## config.mk

```make
export PLATFORM = sky130hd
export DESIGN_NAME = io_pinmux_wb_flat
export DESIGN_NICKNAME = d
export VERILOG_FILES = /design/src/rtl/io_pinmux_wb_if.sv /design/src/rtl/io_pinmux_wb.sv /design/src/flat_wrapper.sv
export SDC_FILE = /design/constraint.sdc
export NUM_CORES = 1
export LEC_CHECK = 0
export ABC_AREA = 1
export CAP_MARGIN = 25
export CORE_AREA = 5 5 251 253
export DETAILED_ROUTE_END_ITERATION = 10
export DIE_AREA = 0 0 256 258
export SYNTH_ARGS = -nofsm -noshare
export SYNTH_HDL_FRONTEND = slang
export SYNTH_SLANG_ARGS = --single-unit
```

## constraint.sdc

```tcl
create_clock -name wb_clk_i -period 17.6 [get_ports wb_clk_i]
set_input_delay 5.28 -clock wb_clk_i [delete_from_list [all_inputs] [get_ports wb_clk_i]]
set_output_delay 5.28 -clock wb_clk_i [all_outputs]
set_load 0.005 [all_outputs]
```

## src/rtl/io_pinmux_wb_if.sv

```systemverilog
// Wishbone slave bundle for the pad multiplexer's register port.
interface io_pinmux_wb_if;
    logic        wbs_stb_i;
    logic        wbs_cyc_i;
    logic        wbs_we_i;
    logic [3:0]  wbs_sel_i;
    logic [31:0] wbs_adr_i;
    logic [31:0] wbs_dat_i;
    logic        wbs_ack_o;
    logic [31:0] wbs_dat_o;

    modport master (
        output wbs_stb_i, wbs_cyc_i, wbs_we_i, wbs_sel_i, wbs_adr_i, wbs_dat_i,
        input  wbs_ack_o, wbs_dat_o
    );

    modport slave (
        input  wbs_stb_i, wbs_cyc_i, wbs_we_i, wbs_sel_i, wbs_adr_i, wbs_dat_i,
        output wbs_ack_o, wbs_dat_o
    );
endinterface

```

## src/rtl/io_pinmux_wb.sv

```systemverilog
// Wishbone-programmable pad multiplexer: per-pad function select, optional
// 2-flop input synchroniser and a sticky configuration lock.
module io_pinmux_wb #(
    parameter int          N_PADS       = 37,
    parameter int          N_FUNCS      = 4,
    parameter logic [31:0] BASE_ADDR    = 32'h3000_0000,
    parameter int          DEFAULT_FUNC = 0
) (
    input  logic                        wb_clk_i,
    input  logic                        wb_rst_i,
    io_pinmux_wb_if.slave               wb,
    input  logic [N_PADS*N_FUNCS-1:0]   periph_out_i,
    input  logic [N_PADS*N_FUNCS-1:0]   periph_oe_i,
    output logic [N_PADS*N_FUNCS-1:0]   periph_in_o,
    input  logic [N_PADS-1:0]           io_in,
    output logic [N_PADS-1:0]           io_out,
    output logic [N_PADS-1:0]           io_oeb
);
    localparam logic [1:0] DEF_SEL = 2'(DEFAULT_FUNC);
    localparam logic [2:0] NF      = 3'(N_FUNCS);

    logic [2*N_PADS-1:0] sel_q, sel_d;
    logic [N_PADS-1:0]   sync_q, sync_d;
    logic [N_PADS-1:0]   meta_q, sync2_q, pad_in;
    logic                lock_q, lock_d;
    logic                ack_q, ack_d;
    logic [31:0]         dat_q, dat_d;

    logic [127:0]        sel_all, sel_wr;
    logic [63:0]         sync_all, sync_wr;
    logic [31:0]         wmask, rd_word, merged;
    logic [5:0]          word;
    logic                hit, req, wr_en, is_sel, is_sync, is_lock;
    logic                unused_bits;

    assign word    = wb.wbs_adr_i[7:2];
    assign hit     = wb.wbs_adr_i[31:8] == BASE_ADDR[31:8];
    assign req     = wb.wbs_stb_i & wb.wbs_cyc_i & ~ack_q;
    assign wr_en   = req & wb.wbs_we_i & hit;
    assign is_sel  = word[5:2] == 4'd0;
    assign is_sync = word[5:1] == 5'd4;
    assign is_lock = word == 6'd12;
    assign wmask   = {{8{wb.wbs_sel_i[3]}}, {8{wb.wbs_sel_i[2]}},
                      {8{wb.wbs_sel_i[1]}}, {8{wb.wbs_sel_i[0]}}};

    // Zero-padded views make bits of non-existent pads read 0 and drop writes.
    always_comb begin
        sel_all                   = '0;
        sel_all[2*N_PADS-1:0]     = sel_q;
        sync_all                  = '0;
        sync_all[N_PADS-1:0]      = sync_q;
    end

    always_comb begin
        rd_word = '0;
        if (hit) begin
            if (is_sel)
                rd_word = sel_all[{word[1:0], 5'd0} +: 32];
            else if (is_sync)
                rd_word = sync_all[{word[0], 5'd0} +: 32];
            else if (is_lock)
                rd_word = {31'd0, lock_q};
        end
    end

    assign merged = (rd_word & ~wmask) | (wb.wbs_dat_i & wmask);

    always_comb begin
        sel_wr  = sel_all;
        sync_wr = sync_all;
        lock_d  = lock_q;
        if (wr_en && !lock_q && is_sel)
            sel_wr[{word[1:0], 5'd0} +: 32] = merged;
        if (wr_en && !lock_q && is_sync)
            sync_wr[{word[0], 5'd0} +: 32] = merged;
        if (wr_en && is_lock && wmask[0] && wb.wbs_dat_i[0])
            lock_d = 1'b1;
        sel_d  = sel_wr[2*N_PADS-1:0];
        sync_d = sync_wr[N_PADS-1:0];
    end

    assign ack_d = req;
    assign dat_d = (req && !wb.wbs_we_i) ? rd_word : 32'd0;

    assign unused_bits = ^{wb.wbs_adr_i[1:0], sel_wr, sync_wr};

    always_ff @(posedge wb_clk_i or posedge wb_rst_i) begin
        if (wb_rst_i) begin
            sel_q   <= {N_PADS{DEF_SEL}};
            sync_q  <= '1;
            lock_q  <= 1'b0;
            ack_q   <= 1'b0;
            dat_q   <= '0;
            meta_q  <= '0;
            sync2_q <= '0;
        end else begin
            sel_q   <= sel_d;
            sync_q  <= sync_d;
            lock_q  <= lock_d;
            ack_q   <= ack_d;
            dat_q   <= dat_d;
            meta_q  <= io_in;
            sync2_q <= meta_q;
        end
    end

    assign wb.wbs_ack_o = ack_q;
    assign wb.wbs_dat_o = dat_q;

    assign pad_in = (sync_q & sync2_q) | (~sync_q & io_in);

    for (genvar p = 0; p < N_PADS; p++) begin : g_pad
        logic [1:0] s;
        logic       en;
        logic [3:0] outs, oes;

        assign s  = sel_q[2*p +: 2];
        assign en = {1'b0, s} < NF;

        always_comb begin
            outs                = '0;
            oes                 = '0;
            outs[N_FUNCS-1:0]   = periph_out_i[p*N_FUNCS +: N_FUNCS];
            oes[N_FUNCS-1:0]    = periph_oe_i[p*N_FUNCS +: N_FUNCS];
        end

        assign io_out[p] = en & outs[s];
        assign io_oeb[p] = ~(en & oes[s]);

        // A select >= N_FUNCS matches no channel, so a disabled pad feeds all zeros.
        for (genvar f = 0; f < N_FUNCS; f++) begin : g_func
            assign periph_in_o[p*N_FUNCS + f] = pad_in[p] & (s == 2'(f));
        end
    end
endmodule

```

## src/flat_wrapper.sv

```systemverilog
// flat-port wrapper written by rule: the top's interface ports become plain ports
module io_pinmux_wb_flat 
#(
    parameter int          N_PADS       = 37,
    parameter int          N_FUNCS      = 4,
    parameter logic [31:0] BASE_ADDR    = 32'h3000_0000,
    parameter int          DEFAULT_FUNC = 0
)
  (wb_clk_i, wb_rst_i, periph_out_i, periph_oe_i, periph_in_o, io_in, io_out, io_oeb, wb_wbs_stb_i, wb_wbs_cyc_i, wb_wbs_we_i, wb_wbs_sel_i, wb_wbs_adr_i, wb_wbs_dat_i, wb_wbs_ack_o, wb_wbs_dat_o);
  io_pinmux_wb_if wb_i ();
  input  logic wb_clk_i;
  input  logic wb_rst_i;
  input  logic [N_PADS*N_FUNCS-1:0] periph_out_i;
  input  logic [N_PADS*N_FUNCS-1:0] periph_oe_i;
  output logic [N_PADS*N_FUNCS-1:0] periph_in_o;
  input  logic [N_PADS-1:0] io_in;
  output logic [N_PADS-1:0] io_out;
  output logic [N_PADS-1:0] io_oeb;
  input wire logic [$bits(wb_i.wbs_stb_i)-1:0] wb_wbs_stb_i;
  input wire logic [$bits(wb_i.wbs_cyc_i)-1:0] wb_wbs_cyc_i;
  input wire logic [$bits(wb_i.wbs_we_i)-1:0] wb_wbs_we_i;
  input wire logic [$bits(wb_i.wbs_sel_i)-1:0] wb_wbs_sel_i;
  input wire logic [$bits(wb_i.wbs_adr_i)-1:0] wb_wbs_adr_i;
  input wire logic [$bits(wb_i.wbs_dat_i)-1:0] wb_wbs_dat_i;
  output wire logic [$bits(wb_i.wbs_ack_o)-1:0] wb_wbs_ack_o;
  output wire logic [$bits(wb_i.wbs_dat_o)-1:0] wb_wbs_dat_o;
  assign wb_i.wbs_stb_i = wb_wbs_stb_i;
  assign wb_i.wbs_cyc_i = wb_wbs_cyc_i;
  assign wb_i.wbs_we_i = wb_wbs_we_i;
  assign wb_i.wbs_sel_i = wb_wbs_sel_i;
  assign wb_i.wbs_adr_i = wb_wbs_adr_i;
  assign wb_i.wbs_dat_i = wb_wbs_dat_i;
  assign wb_wbs_ack_o = wb_i.wbs_ack_o;
  assign wb_wbs_dat_o = wb_i.wbs_dat_o;
  io_pinmux_wb #(.N_PADS(N_PADS), .N_FUNCS(N_FUNCS), .BASE_ADDR(BASE_ADDR), .DEFAULT_FUNC(DEFAULT_FUNC)) u_core (.wb_clk_i(wb_clk_i), .wb_rst_i(wb_rst_i), .wb(wb_i), .periph_out_i(periph_out_i), .periph_oe_i(periph_oe_i), .periph_in_o(periph_in_o), .io_in(io_in), .io_out(io_out), .io_oeb(io_oeb));
endmodule
```

# ---- Word-level counts from Yosys, hierarchy flattened
# Cells that the tools add are included.
dict set report classes {
  addsub 2
  magnitude_cmp 37
  eq_ne 114
  n_shift 6
  muxes 155
  bitwise_logic 198
  n_reduce_logical 47
}
# operator n
set ops {}
lappend ops {{AND 1 bit} 152}
lappend ops {{binary-select mux 1 bit (select 2 bit)} 74}
lappend ops {{== test 2 bit (second input constant)} 74}
lappend ops {{bitwise mux 128 bit} 1}
lappend ops {{2-to-1 mux 32 bit} 4}
lappend ops {{variable shift 32 x 9 -> 128 bit (first input constant)} 1}
lappend ops {{variable part select 128 x 8 -> 32 bit} 1}
lappend ops {{variable part select 32 x 9 -> 128 bit} 1}
lappend ops {{less-than comparator 2 x 3 -> 1 bit (second input constant)} 37}
lappend ops {{2-to-1 mux 1 bit} 75}
lappend ops {{AND 37 bit} 2}
lappend ops {{== test 2 x 1 -> 1 bit (second input constant)} 37}
lappend ops {{logical NOT 2 bit} 37}
lappend ops {{AND 32 bit} 2}
lappend ops {{bitwise mux 64 bit} 1}
lappend ops {{variable shift 32 x 8 -> 64 bit (first input constant)} 1}
lappend ops {{variable part select 32 x 8 -> 64 bit} 1}
lappend ops {{variable part select 64 x 7 -> 32 bit} 1}
lappend ops {{NOT 1 bit} 38}
lappend ops {{NOT 37 bit} 1}
lappend ops {{bitwise OR 37 bit} 1}
lappend ops {{NOT 32 bit} 1}
lappend ops {{bitwise OR 32 bit} 1}
lappend ops {{== test 24 x 22 -> 1 bit (second input constant)} 1}
lappend ops {{7 further kinds} 14}
dict set report totals {
  regBits 219
  input_bits 406
  elab_cells 566
}

# ---- Longest topological paths before layout
# Gate-level depths: netlist of run 1.
dict set report logic_depth {
  depth_word 9
  depth_mapped 12
}

# ---- Worst setup path after synthesis of run 1
# No wires, ideal clock.
dict set report synth_path {
  path_kind {in2out}
  startpoint {in periph_oe_i[32]}
  endpoint {out io_oeb[8]}
  arrival_time_ns 5.582
  path_slack_ns 6.738
  cell_stages 3
  n_path_buf 0
  path_cell_list {nor2_1 > o21ai_0 > o221ai_1}
}
dict set report synth_between {
  elab_chain_len 3
}
# item line_no
set synth_lines {}
lappend synth_lines {{from (decl)} flat_wrapper.sv:14} ;# input logic [N_PADS*N_FUNCS-1:0] periph_oe_i;
lappend synth_lines {{binary-select mux 1 bit (select 2 bit)} io_pinmux_wb.sv:128} ;# assign io_oeb[p] = ~(en & oes[s]);
lappend synth_lines {{2-to-1 mux 1 bit (implied by the code)} io_pinmux_wb.sv:128}
lappend synth_lines {{NOT 1 bit} io_pinmux_wb.sv:128}
lappend synth_lines {{to (decl)} flat_wrapper.sv:18} ;# output logic [N_PADS-1:0] io_oeb;
# Every way passes these cells. The select of a mux whose other input is x is not followed.

# ---- Final worst setup path of run 1
dict set report layout_path {
  startpoint {in periph_oe_i[29]}
  endpoint {out io_oeb[7]}
}
# The elaborated chain is that of the path after synthesis.

==> results.ini, run 1 <==
[run_status]
status=finished, final reports clean

[timing]
slew_headroom_pct=26.24
tightest_slew_ps=1104
finalHoldViolCount=0
fin_setup_tns_ps=0
slew_viol_final=0
timing.hold.ws_ps=339.3
skew_ps=13.26
period_share_pct=71.68
period_needed_ps=12620
rsz0062_at_grt=no
clock.fmax_mhz=79.27
setup_viol=0

[route]
routed.top_layer=met5
wl_um=69070
drt-wirelength-per-cell_um=21.87
first_pass_iters=5
antenna_left=0
num_vias=14950
drt-met1-wl_um=28000
drc=0
dr_wl_met2_um=34140
met3_length_um=4805
viasPerCell=4.734
dr.first_iter.drc_count=1048

[synth]
ys_seq_area_share_pct=42.76
synth_edf_count=0
synth_nets=2173
synth.most_common_cell=nand2_1
yosysTopAreaCell=dfrtp_1
synth_ff_type=dfrtp_1
synth.distinct_cells=32
synth.ff_latch_count=219
synth_commonest_cells=456 x nand2_1, 249 x nor2_1, 217 x nand3_1
async_flop_share_pct=100.0
synthCells=1764
yosysTopAreaCellShare_pct=35.24
netlist_top_cells_area=dfrtp_1 35%, nand2_1 13%, nand3_1 8.4%
netlist_area_mm2=0.01292
synth_area_per_cell_um2=7.327
ys_warn_count=0

[clock_tree]
postCtsSetupRepairBufs=0
clk_transition_reported_paths_ps=60
cts_resized=0
cts.path.max_buffers=3
cts-root-buf=clkbuf_16
numCtsBuffers=27
htree_num_levels=1
clock_sinks=219
clock_latency_ps=550
cts_tree=built
holdBufCountCts=0

[setup_path]
path_depth=5
cp_common_cell=clkdlybuf4s50_1
critPathMaxStageDelay_ps=720
arrival_ps=7340
startpoint_type=input port
cp.required_ps=12320
worst-path-buf-inv=2
worst-path-max-fanout=1
reg2regPathDepth=7
path_cells=clkdlybuf4s50_1 -> nor2_1 -> o21ai_1 -> o221ai_1 -> clkdlybuf4s50_1
worstSetupEndpointType=output port
crit_family=compound AO/OA/AOI/OAI gates
critPathSlowestCell=o21ai_1
critPathKind=input port to output port

[flow_run]
drv_cap=0

[cells_and_area]
utilization_pct=34.68
drive_gt1_share_pct=6.216
nNetsFinal=2754
area_delta_synth_final_pct=63.14
finalInstanceArea_mm2=0.02109

[place]
dp_hpwl_um=54570
gp_congestion=0.9440
post_dp_cell_area_mm2=0.02011
port_buffers=658

[die]
initial_core_util_pct=21.26
coreArea_mm2=0.06080
dieWidth_um=256
die-area_mm2=0.06605
fp-row-count=91
chipHeight_um=258
io-pin-count=661

[pwr]
ir_drop_uv=62.16
p_switching_w=0.0003214
p_per_area_mw_per_mm2=62.69
sequentialPowerShare_pct=39.0
clkPwrFrac_pct=45.2
internal_power_w=0.001000
p_leak_nw=8.699
pwr-share-comb_pct=15.8
netSwitchingFraction_pct=24.32

[global_routing]
track_usage_pct=19.77
grt_pass1_vias=15360
grt_pass1_wl_um=100600
grt_overflow=0
grt_antenna_before_repair=4
grt_max_degree=96

[min_path]
whs_path_depth=0
min_path_type=register to register

## flip-flops by register name, indices dropped and copies added (netlist names)
register and count:
u_core.sync_q 37, u_core.lock_q 1, u_core.sync2_q 37, u_core.sel_q 74, u_core.wb.wbs_ack_o 1, u_core.wb.wbs_dat_o 32, u_core.meta_q 37
## per-stage QoR
stage / power, W / setup WS, ps / instances
finish: 0.001322 / 4985 / 3158
global placement: 0.0007316 / 4939 / 3103
detailed placement: 0.0007341 / 4937 / 3105
CTS: 0.001341 / 4916 / 3154
floorplan: 0.0005808 / 6389 / 1764
global route: 0.001373 / 4871 / 3157
## layer usage
| metal | GRT usage (%) | vias to the layer above |
|---|---|---|
| li1 | - | 6993 |
| met1 | 23.80 | 7189 |
| met2 | 35.06 | 663 |
| met3 | 5.084 | 102 |
| met4 | 5.532 | 4 |
| met5 | 0 | - |
## placed cells by master (no fill, tap or decap), types with 5 or more instances in the layout
| cell | count |
|---|---|
| nor2_2 | 6 |
| inv_2 | 5 |
| nand3_1 | 216 |
| o221ai_1 | 30 |
| clkdlybuf4s50_1 | 657 |
| o21ai_0 | 85 |
| mux2i_1 | 67 |
| nand4_1 | 13 |
| nor3_1 | 104 |
| o211ai_1 | 31 |
| o21ai_1 | 7 |
| dfrtp_1 | 182 |
| a21oi_1 | 6 |
| nor2_1 | 248 |
| clkbuf_16 | 27 |
| nand2_1 | 453 |
| clkbuf_8 | 7 |
| nor2_4 | 6 |
| buf_4 | 12 |
| clkinv_2 | 6 |
| dfstp_2 | 37 |
| inv_1 | 110 |
| a21oi_2 | 21 |
## power groups by stage
| stage | registers, W | logic [W] | clock network [W] |
|---|---|---|---|
| final | 0.000515 | 0.000209 | 0.000597 |
| after global routing | 0.000516 | 0.000225 | 0.000633 |
| after CTS | 0.000515 | 0.000211 | 0.000614 |
| after detailed placement | 0.000524 | 0.000210 | 0 |
| after global placement | 0.000524 | 0.000208 | 0 |
| after floorplan | 0.000523 | 0.0000577 | 0 |
## path summary, 6_finish.rpt
check                                    start            endpoint  slack, ps
min                          u_core.meta_q[19]  u_core.sync2_q[19]        340
min reg2reg                  u_core.meta_q[19]  u_core.sync2_q[19]        340
max in group asynchronous             wb_rst_i   u_core.sync_q[13]      10370
max reg2reg                u_core.wb.wbs_ack_o    u_core.sel_q[38]      14670
max                            periph_oe_i[29]           io_oeb[7]       4980
min in group asynchronous             wb_rst_i  u_core.sync2_q[31]       5190
## cell type report
class,count,area [um2]
repair buffers,672,6741
multi-input cells,1308,6430
flip-flops and latches,219,5527
well taps,790,988.4
diodes,3,7.507
inverters,117,446.7
clock inverters,11,157.7
clock buffers,38,787.0
fillers,6302,39720
## logic make-up after synthesis
logic type / count (synthesis) / share of synthesized area (%)
buf+inv: 237 / 7.686
compound gates: 181 / 9.119
flops: 219 / 42.76
mux: 67 / 5.189
simple gates: 1057 / 34.96
fa+ha+maj: 3 / 0.2904
Power figures use the tool's default switching activity.
==> inputs of run 2 (changes only) <==
- CORE_AREA: 5 5 251 253 -> 5 5 252 254
- DIE_AREA: 0 0 256 258 -> 0 0 257 259
- clock period: 17.6 -> 12.12 ns (I/O delays scaled with it)
==> run 2 against run 1 <==
Effect of this change:
- cell area grew 0.27%
- first-iteration DRC count is 17% higher
- sequential power grew 45%
- utilization barely moved
- highest routed layer unchanged
- cell count hardly changed
- critical path depth unchanged
- register-to-register slack got worse by 5100 ps
- sequential cell count unchanged
- worst hold slack better by 6.1 ps
==> results.ini, run 2 (synthesis results as in run 1) <==
[run_status]
status=finished, final reports clean

[setup_path]
rrSetupSlack_ps=9550
path_cells=clkdlybuf4s50_1 -> nor2_1 -> o21ai_0 -> o221ai_1 -> clkdlybuf4s50_1
reg2regPathDepth=8
arrival_ps=5720
worst-path-max-fanout=1
critPathKind=input port to output port
worstSetupEndpointType=output port
critPathSlowestCell=o21ai_0
cp_common_cell=clkdlybuf4s50_1
critPathMaxStageDelay_ps=620
cp.required_ps=8480
reg2reg_to=u_core.sel_q[20]
startpoint_type=input port
rr_startpoint=u_core.wb.wbs_ack_o

[global_routing]
grt_pass1_vias=15670
grt_overflow=0
grt_antenna_before_repair=5
track_usage_pct=19.91
grt_pass1_wl_um=102000
grt_max_degree=78

[clock_tree]
holdBufCountCts=0
postCtsSetupRepairBufs=0
cts.path.max_buffers=3
cts_resized=0
cts_tree=built
clock_latency_ps=560
clk_transition_reported_paths_ps=60
numCtsBuffers=28
htree_num_levels=1
cts-root-buf=clkbuf_16
clock_sinks=219

[flow_run]
drv_cap=0

[pwr]
pwr-share-comb_pct=16.1
internal_power_w=0.001431
p_switching_w=0.0004785
ir_drop_uv=91.21
sequentialPowerShare_pct=39.2
netSwitchingFraction_pct=25.06
clkPwrFrac_pct=44.7
power_w=0.001909
p_per_area_mw_per_mm2=90.31
p_leak_nw=8.714

[cells_and_area]
area_delta_synth_final_pct=63.58
fill_cells=6410
finalNonFillerCells=3160
largest_reg_flops=74
nNetsFinal=2755
utilization_pct=34.64
largest_register=u_core.sel_q
final_common_cell=clkdlybuf4s50_1
final_cell_mix=657 x clkdlybuf4s50_1, 453 x nand2_1, 248 x nor2_1
seq_area_mm2=0.005527
drive_gt1_share_pct=6.292
multi_input_comb_area_mm2=0.006430

[place]
port_buffers=658
dp_hpwl_um=55470
place_inst=3104
gp_congestion=0.9488

[route]
antenna_left=0
first_pass_iters=6
drc=0
num_vias=15000
dr.first_iter.drc_count=1231
wl_um=70310
drt-wirelength-per-cell_um=22.25
viasPerCell=4.747

[timing]
slew_headroom_pct=28.08
clock.fmax_mhz=106.9
fin_setup_tns_ps=0
skew_ps=16.85
setup_viol=0
slew_viol_final=0
rsz0062_at_grt=no
finalHoldViolCount=0
tightest_slew_ps=1079
period_share_pct=77.19
period_needed_ps=9356

[die]
dieWidth_um=257
initial_core_util_pct=21.18
die-area_mm2=0.06656
chipHeight_um=259
io-pin-count=661
fp-row-count=91
coreArea_mm2=0.06103

[min_path]
holdPathEnd=u_core.sync2_q[13]
min-delay-start=u_core.meta_q[13]
min_path_type=register to register
whs_path_depth=0

run 2: cell count changes in the layout (fill, tap and decap cells not counted), sizes merged:
cell      change
clkinvlp      +1
clkbuf        +1
bufinv        -2
diode         -1
clkinv        +3
run 2: power groups by stage:
stage	Combinational (W)	Sequential (W)	Clock [W]
2_1_floorplan	0.0000838	0.000760	0
3_3_place_gp	0.000303	0.000760	0
3_5_place_dp	0.000306	0.000761	0
4_1_cts	0.000308	0.000748	0.000879
5_1_grt	0.000329	0.000749	0.000910
6_report	0.000307	0.000748	0.000854
run 2: metal layers:
| metal | share of wire (%) | track usage, % | vias up |
|---|---|---|---|
| met3 | 8.5 | 5.564 | 94 |
| met1 | 40 | 23.77 | 7155 |
| met5 | 0.048 | 0 | - |
| met4 | 2.4 | 4.817 | 6 |
| li1 | - | - | 6995 |
| met2 | 50 | 35.55 | 752 |
run 2: metrics by stage:
step                      hold WS [ps]  setup WS, ps  area [um2]
after floorplan                  331.2          2553       12920
after global placement           331.3          2788       20040
after detailed placement         335.6          2794       20140
after CTS                        347.3          2771       21080
after global routing             353.7          2683       21140
final                            345.4          2764       21140
run 2: worst max-delay path by stage:
stage	startpoint	to	slack [ps]	cells after the start
finish	periph_oe_i[29]	io_oeb[7]	2760	5
global route	periph_oe_i[28]	io_oeb[7]	2680	5
CTS	periph_oe_i[29]	io_oeb[7]	2770	5
detailed placement	periph_oe_i[29]	io_oeb[7]	2790	5
global placement	periph_oe_i[29]	io_oeb[7]	2790	5
floorplan	wb_rst_i	u_core.lock_q	2550	1
run 2: cell type report:
| type | count | area share, % |
|---|---|---|
| clock buffers | 39 | 3.847 |
| inverters | 117 | 2.113 |
| diodes | 2 | 0.02367 |
| repair buffers | 672 | 32.17 |
| well taps | 790 | 4.675 |
| flip-flops and latches | 219 | 26.14 |
| multi-input cells | 1308 | 30.41 |
| clock inverters | 13 | 0.6214 |
run 2: worst max-delay path, delay by kind of cell:
family                 cells  cell delay (ps)
AO/OA/AOI/OAI              2              870
buffers and inverters      2             1160
AND/OR/NAND/NOR            1               60
